### src/rtl/crossbar_arbiter.sv
// crossbar_arbiter: round-robin output-port arbiter with packet lock.
// Optional XFER idle timeout: define CROSSBAR_ARB_TIMEOUT_EN.
module crossbar_arbiter #(
  parameter int          P_SRC_NUM = 4,
  parameter logic [15:0] P_TIMEOUT = 16'd1024
) (
  input  logic                   i_clk,
  input  logic                   i_rst_n,
  input  logic [P_SRC_NUM-1:0]   i_trans_req,
  output logic [P_SRC_NUM-1:0]   o_trans_grant,
  input  logic [P_SRC_NUM-1:0]   s_axis_rx_tvalid,
  input  logic [64*P_SRC_NUM-1:0] s_axis_rx_tdata,
  input  logic [P_SRC_NUM-1:0]   s_axis_rx_tlast,
  input  logic [8*P_SRC_NUM-1:0] s_axis_rx_tkeep,
  input  logic [P_SRC_NUM-1:0]   s_axis_rx_tuser,
  output logic [P_SRC_NUM-1:0]   s_axis_rx_tready,
  output logic                   m_axis_tx_tvalid,
  output logic [63:0]            m_axis_tx_tdata,
  output logic                   m_axis_tx_tlast,
  output logic [7:0]             m_axis_tx_tkeep,
  output logic                   m_axis_tx_tuser,
  input  logic                   m_axis_tx_tready,
  output logic                   o_busy,
  output logic [2:0]             o_cur_src,
  output logic                   o_timeout
);
  localparam int SEL_W = 3;

  if (P_SRC_NUM < 2 || P_SRC_NUM > 8 ||
      P_TIMEOUT < 16'd2) begin : g_bad_cfg
    $error("crossbar_arbiter: bad parameters");
  end

  typedef enum logic [1:0] {
    IDLE,
    GRANT,
    XFER
  } state_t;

  state_t           r_state;
  state_t           nx_state;
  logic [SEL_W-1:0] r_sel;
  logic [SEL_W-1:0] r_rr_ptr;
  logic [SEL_W-1:0] nx_sel;
  logic             found;
  logic             acc;
  logic             tmo;

  // first requester strictly after the pointer, wrapping
  always_comb begin
    nx_sel = r_sel;
    found  = 1'b0;
    for (int i = 1; i <= P_SRC_NUM; i++) begin
      for (int j = 0; j < P_SRC_NUM; j++) begin
        if (!found && i_trans_req[j] &&
            j == (int'(r_rr_ptr) + i) % P_SRC_NUM) begin
          found  = 1'b1;
          nx_sel = SEL_W'(j);
        end
      end
    end
  end

  always_comb begin
    m_axis_tx_tvalid = 1'b0;
    m_axis_tx_tdata  = '0;
    m_axis_tx_tlast  = 1'b0;
    m_axis_tx_tkeep  = 8'hff;
    m_axis_tx_tuser  = 1'b0;
    s_axis_rx_tready = '0;
    if (r_state == XFER) begin
      for (int i = 0; i < P_SRC_NUM; i++) begin
        if (r_sel == SEL_W'(i)) begin
          m_axis_tx_tvalid    = s_axis_rx_tvalid[i];
          m_axis_tx_tdata     = s_axis_rx_tdata[64*i +: 64];
          m_axis_tx_tlast     = s_axis_rx_tlast[i];
          m_axis_tx_tkeep     = s_axis_rx_tkeep[8*i +: 8];
          m_axis_tx_tuser     = s_axis_rx_tuser[i];
          s_axis_rx_tready[i] = m_axis_tx_tready;
        end
      end
    end
  end

  assign acc = m_axis_tx_tvalid && m_axis_tx_tready;

`ifdef CROSSBAR_ARB_TIMEOUT_EN
  logic [15:0] r_cnt;

  always_ff @(posedge i_clk or negedge i_rst_n) begin
    if (!i_rst_n) begin
      r_cnt <= '0;
    end else if (r_state == GRANT || acc) begin
      r_cnt <= '0;
    end else if (r_state == XFER) begin
      r_cnt <= r_cnt + 16'd1;
    end
  end

  assign tmo = (r_state == XFER) && !acc &&
               (r_cnt == P_TIMEOUT - 16'd1);
`else
  assign tmo = 1'b0;
`endif

  always_comb begin
    nx_state      = r_state;
    o_trans_grant = '0;
    unique case (r_state)
      IDLE: begin
        if (|i_trans_req) nx_state = GRANT;
      end
      GRANT: begin
        for (int i = 0; i < P_SRC_NUM; i++) begin
          if (r_sel == SEL_W'(i)) o_trans_grant[i] = 1'b1;
        end
        nx_state = XFER;
      end
      XFER: begin
        if ((acc && m_axis_tx_tlast) || tmo) nx_state = IDLE;
      end
      default: nx_state = IDLE;
    endcase
  end

  always_ff @(posedge i_clk or negedge i_rst_n) begin
    if (!i_rst_n) begin
      r_state  <= IDLE;
      r_sel    <= '0;
      r_rr_ptr <= SEL_W'(P_SRC_NUM - 1);
    end else begin
      r_state <= nx_state;
      if (r_state == IDLE && |i_trans_req) begin
        r_sel    <= nx_sel;
        r_rr_ptr <= nx_sel;
      end
    end
  end

  assign o_busy    = (r_state != IDLE);
  assign o_cur_src = r_sel;
  assign o_timeout = tmo;

endmodule

### config.mk
export PLATFORM = sky130hd
export DESIGN_NAME = crossbar_arbiter
export DESIGN_NICKNAME = d
export VERILOG_FILES = /design/src/rtl/crossbar_arbiter.sv
export SDC_FILE = /design/constraint.sdc
export NUM_CORES = 1
export LEC_CHECK = 0
export CAP_MARGIN = 40
export CORE_AREA = 2 2 154 156
export CTS_CLUSTER_DIAMETER = 200
export DETAILED_ROUTE_END_ITERATION = 12
export DIE_AREA = 0 0 156 158
export PLACE_DENSITY = 0.43
export SYNTH_ARGS = -nofsm -noshare
export SYNTH_HDL_FRONTEND = slang
export SYNTH_SLANG_ARGS = --single-unit
### constraint.sdc
create_clock -name i_clk -period 2.7 [get_ports i_clk]
set_input_delay 0.54 -clock i_clk [delete_from_list [all_inputs] [get_ports i_clk]]
set_output_delay 0.54 -clock i_clk [all_outputs]
set_load 0.02 [all_outputs]
== After elaboration in Yosys (flattened, before gate mapping) ==
Cells that the tools add are included.

* Bits in registers: 7
* Output and inout bits: 88

* $add $sub $neg: 4
* Equality and inequality tests: 19
* Multiplexer cells: 69
* Bitwise gates (word level): 4
* Reduce and logical (&&, ||, !) cells: 62

{| class="wikitable"
|+ Operator list
! operator !! number
|-
| $mux W64 || 5
|-
| $logic_not A32 Y1 || 4
|-
| $mux W3 || 16
|-
| $mux W8 || 5
|-
| $mux W1 || 38
|-
| $logic_and A1 B1 Y1 || 34
|-
| $eq A3 B3 Y1 const A || 8
|-
| $logic_not A1 Y1 || 15
|-
| $eq A2 B3 Y1 const A || 4
|-
| $mux W4 || 2
|-
| $reduce_or A2 Y1 || 4
|-
| $eq A3 B2 Y1 const B || 2
|-
| $pmux W2 S3 || 1
|-
| $add A2 B1 Y2 const B || 2
|-
| $add A2 B2 Y2 const B || 2
|-
| $and A1 B1 Y1 const A || 4
|-
| $mux W2 || 2
|-
| $reduce_or A4 Y1 || 1
|-
| $eq A3 B1 Y1 const B || 1
|-
| $logic_not A3 Y1 || 1
|-
| $eq A2 B1 Y1 const B || 1
|-
| $eq A2 B2 Y1 const B || 1
|-
| $logic_not A2 Y1 || 1
|-
| $ne A2 B1 Y1 const B || 1
|-
| 3 further kinds || 3
|}

== Logic depth before layout (Yosys ltp) ==
Gate-level depths: netlist of run 1.

* Depth in word-level cells: 66
* Mapped depth: 6
* Gate-level depth less buffers: 4

== Worst setup path after synthesis of run 1 ==
Ideal clock, no wire load.

* Path kind: register to output
* Start point: register r_sel[0], in the netlist o_cur_src[0]
* End point: output m_axis_tx_tkeep[0]
* Arrival: 1,713 ps
* Data required time: 2,160 ps
* Path slack: 447 ps
* Stages on the path, launching flop included: 5
* Buffers on the path: 2
* Path through: dfrtp_1 -> buf_2 -> buf_2 -> mux4_2 -> nand2b_1

* Word-level cells in the longest chain between the ends: 6

{| class="wikitable"
|+ Ends and longest elaborated chain
! element !! RTL line !! RTL
|-
| start: declaration || 42 || <nowiki>logic [SEL_W-1:0] r_sel;</nowiki>
|-
| start signal: assignment || 134 || <nowiki>r_sel <= nx_sel;</nowiki>
|-
| $logic_not A3 Y1 || 73 || <nowiki>if (r_sel == SEL_W'(i)) begin</nowiki>
|-
| $mux W8 (3 in a row) || 73 ||
|-
| $mux W8 * || 73 ||
|-
| $mux W8 * || 71 || <nowiki>if (r_state == XFER) begin</nowiki>
|-
| end: declaration || 20 || <nowiki>output logic [7:0] m_axis_tx_tkeep,</nowiki>
|}

Every way passes the cells marked *; elsewhere a longest branch is shown, timed or not.

== Final worst setup path of run 1 ==
* Start point: register r_sel[0], in the netlist o_cur_src[0]
* End point: output m_axis_tx_tdata[44]

* Word-level cells in the longest chain between the ends: 6

{| class="wikitable"
|+ Ends and longest elaborated chain
! element !! RTL line !! RTL
|-
| $logic_not A3 Y1 || 73 ||
|-
| $mux W64 (3 in a row) || 73 ||
|-
| $mux W64 * || 73 ||
|-
| $mux W64 * || 71 ||
|-
| end: declaration || 18 || <nowiki>output logic [63:0] m_axis_tx_tdata,</nowiki>
|}

Marks and branches as above.

==> results of run 1 <==
-- kinds of logic (layout without fill, tap and decap cells) --
logic type | Yosys count | after routing
buffers and inverters | 36 | 419
DFF | 6 | 6
muxes | 79 | 79
AOI/OAI and AO/OA | 21 | 21
other | 1 | 3
and+or+nand+nor | 118 | 118
-- cells in the final DEF, fill, tap and decap left out, types with 3 or more instances in the layout --
master | Yosys | routed
clkdlybuf4s50_1 | 0 | 317
mux4_2 | 76 | 76
dlygate4sd2_1 | 0 | 75
and2_1 | 67 | 67
nand2b_1 | 15 | 15
buf_4 | 2 | 12
nor2_1 | 11 | 11
buf_12 | 0 | 10
a21oi_1 | 6 | 6
nor2b_1 | 5 | 4
a31oi_1 | 3 | 3
clkbuf_16 | 0 | 3
-- sequential cells by signal, summed over array words and instances, names as in the netlist --
register,count
r_state,2
r_rr_ptr,2
o_cur_src,2
-- per-layer routing --
metal  share of wire (%)  routed length (um)  up-vias
li1                    -                   -     1806
met1                  38                7700     1937
met2                  53               10700      169
met3                 7.2                1440       16
met4                 1.2                 248        2
met5               0.070                  14        -
-- Yosys cell counts, drive strengths merged, types with 2 or more instances --
cell | count | area share, %
a31oi | 3 | 0.64
mux2 | 2 | 0.76
clkbuf | 17 | 2.2
dfrtp | 4 | 3.4
or2 | 2 | 0.42
nand2 | 2 | 0.25
nor3 | 2 | 0.34
nor3b | 2 | 0.51
mux4 | 76 | 58
nand3b | 2 | 0.51
nor2 | 11 | 1.4
a21oi | 7 | 1.3
nor4b | 2 | 0.59
and2 | 67 | 14
dfstp | 2 | 1.8
buf | 19 | 3.6
nand4 | 2 | 0.42
nor2b | 5 | 1.1
o221ai | 2 | 0.59
or3b | 2 | 0.59
nand2b | 15 | 3.2
-- worst min path at each step --
stage | from | endpoint | depth (start not counted)
after floorplan | i_rst_n | o_cur_src[0] | 0
after global placement | r_rr_ptr[1] | r_rr_ptr[1] | 2
after detailed placement | r_state[1] | r_state[0] | 2
after CTS | i_rst_n | r_state[0] | 1
after global routing | i_rst_n | r_state[1] | 1
final | i_rst_n | r_state[1] | 1
-- layout make-up --
cell class                 instances  area (um2)
tap                              290         363
clock buffer                       4        78.8
timing repair buffer             415        4150
sequential                         6         160
antenna                            1        2.50
multi-input combinational        220        2640
fill                            2330       15700
-- stage by stage --
stage | utilization, % | setup slack [ps]
final | 32.1 | 69.0
after detailed placement | 31.8 | -49.4
after global placement | 31.8 | -45.0
after floorplan | - | 447
after CTS | 32.1 | 48.1
after global routing | 32.1 | 4.73
-- worst max-delay path, delay by kind of cell (launching register included) --
kind	cells	cell delay, ps
DFF	1	440
and+or+nand+nor	1	160
muxes	1	490
buffers and inverters	3	770
-- where the power goes --
| group | internal, W | switching [W] |
|---|---|---|
| clock network | 0.000196 | 0.0000492 |
| registers | 0.000160 | 0.000146 |
| logic | 0.00259 | 0.00213 |
-- what timing repair did --
| item | 4_1_cts | 5_1_grt |
|---|---|---|
| endpoints found under the setup margin | 73 | 0 |
| hold buffers | 0 | 0 |
| buffers inserted | 4 | 0 |
| resized for setup | 76 | 0 |
==> reports/qor.yml, run 1 <==
status:
  status: "complete, no violations"
global_route:
  grt_pass1_wl_mm: 27.7
  grt_antenna_before_repair: 2
  use_met1_pct: 18.0
  met3_usage_pct: 3.42
  grt_overflow_total: 0
  grt_max_degree: 43
  grt_usage_pct: 15.0
  use_met2_pct: 28.1
  first_global_vias: 4110
  busiest_layer: "met2"
power_and_ir_drop:
  leakage_nw: 2.90
  ir_worst_vdd_mv: 0.492
  power_density_nw_per_um2: 713
  power.total_w: 0.00527
critical_path:
  reg2reg_slack_ps: 880
  r2r-end: "o_cur_src[0]"
  endpoint: "m_axis_tx_tdata[44]"
  worst_ep_required_time_ps: 2160
  cp_max_fo: 10
  crit_type: "reg2out"
  slowest_stage: "mux4_2"
  r2r_start: "r_rr_ptr[0]"
  ff2ff_path_depth: 3
  startpoint: "o_cur_src[0]"
  critPathMaxStageDelay_ps: 490
  path_cells: "buf_12 > bufbuf_16 > mux4_2 > and2_1 > dlygate4sd2_1"
  crit_arrival_ps: 2090
  worst_setup_path_end_kind: "output port"
  start_kind: "register"
synth:
  synthArstFlopShare_pct: 100
  synthFlopType: "dfrtp_1"
  synth_top_family_by_area: "multiplexers"
  syn_area_um2: 2950
  synth-seq-cells: 6
  synth.avg_cell_area_um2: 11.3
  synth_xor_area_share_pct: 0
  synthDistinctLibCells: 41
  synth_warnings: 0
  synth_edf_count: 0
  synth_compound_area_share_pct: 5.05
  netlist_instances: 261
  synthAdderAreaFrac_pct: 0
  synth_simple_gate_area_share_pct: 24.7
  synth_mux_area_share_pct: 59.2
  yosysSeqAreaShare_pct: 5.18
timing:
  fin_crit_ps: 2630
  max_freq_mhz: 380
  whs_ps: 569
  final_max_slew_viol_count: 0
  rsz0062_at_grt: "no"
  finalHoldViolations: 0
  setup_violations: 0
  period_share_pct: 97.4
  fin_skew_ps: 1.16
  fin_tns_setup_ps: 0
detailed_routing:
  vias_per_cell: 4.20
  wl_per_cell_um: 21.5
  drc: 0
  antenna_left: 0
  wl_mm: 20.1
  drt-initial-drc-count: 154
  dr.pass1.iters: 4
  route.vias.total: 3930
placed_design:
  hpwl_mm: 17.0
  dpl_cell_area_um2: 7320
  gp_congestion: 0.879
  dp_cells: 926
  io_buffers: 392
floorplan:
  io_pins: 395
  initial_core_util_pct: 12.8
  rows: 56
  die_area_um2: 24600
  fp.dieH_um: 158
  core_um2: 23100
  die_x_um: 156
clocking:
  clk_path_buf_depth: 2
  clk_pin_slew_ps: 30
  cts_buffers: 3
  clock_latency_ps: 230
  cts_tree: "built"
  clock-root-buffer: "clkbuf_16"
  htree_levels: 1
  cts.sinks: 6
final_layout:
  final_nets: 953
  drive_above_1_share_pct: 17.4
  syn2layout_area_growth_pct: 151
  design_area_um2: 7390
  finalNonFillerCells: 936
job:
  max_cap_viol_count: 0
worst_hold_path:
  min_path_type: "in2async"
Note: power is estimated with default switching activity, not from simulation.
==> run 2: changes to the inputs <==
--- a/config.mk
+++ b/config.mk
@@ -8,6 +8,7 @@
 export CAP_MARGIN = 40
 export CORE_AREA = 2 2 154 156
 export CTS_CLUSTER_DIAMETER = 200
+export CTS_CLUSTER_SIZE = 16
 export DETAILED_ROUTE_END_ITERATION = 12
 export DIE_AREA = 0 0 156 158
 export PLACE_DENSITY = 0.43
==> results of run 2 <==
Same layout as run 1: the final DEF is identical, and so are final timing and power.
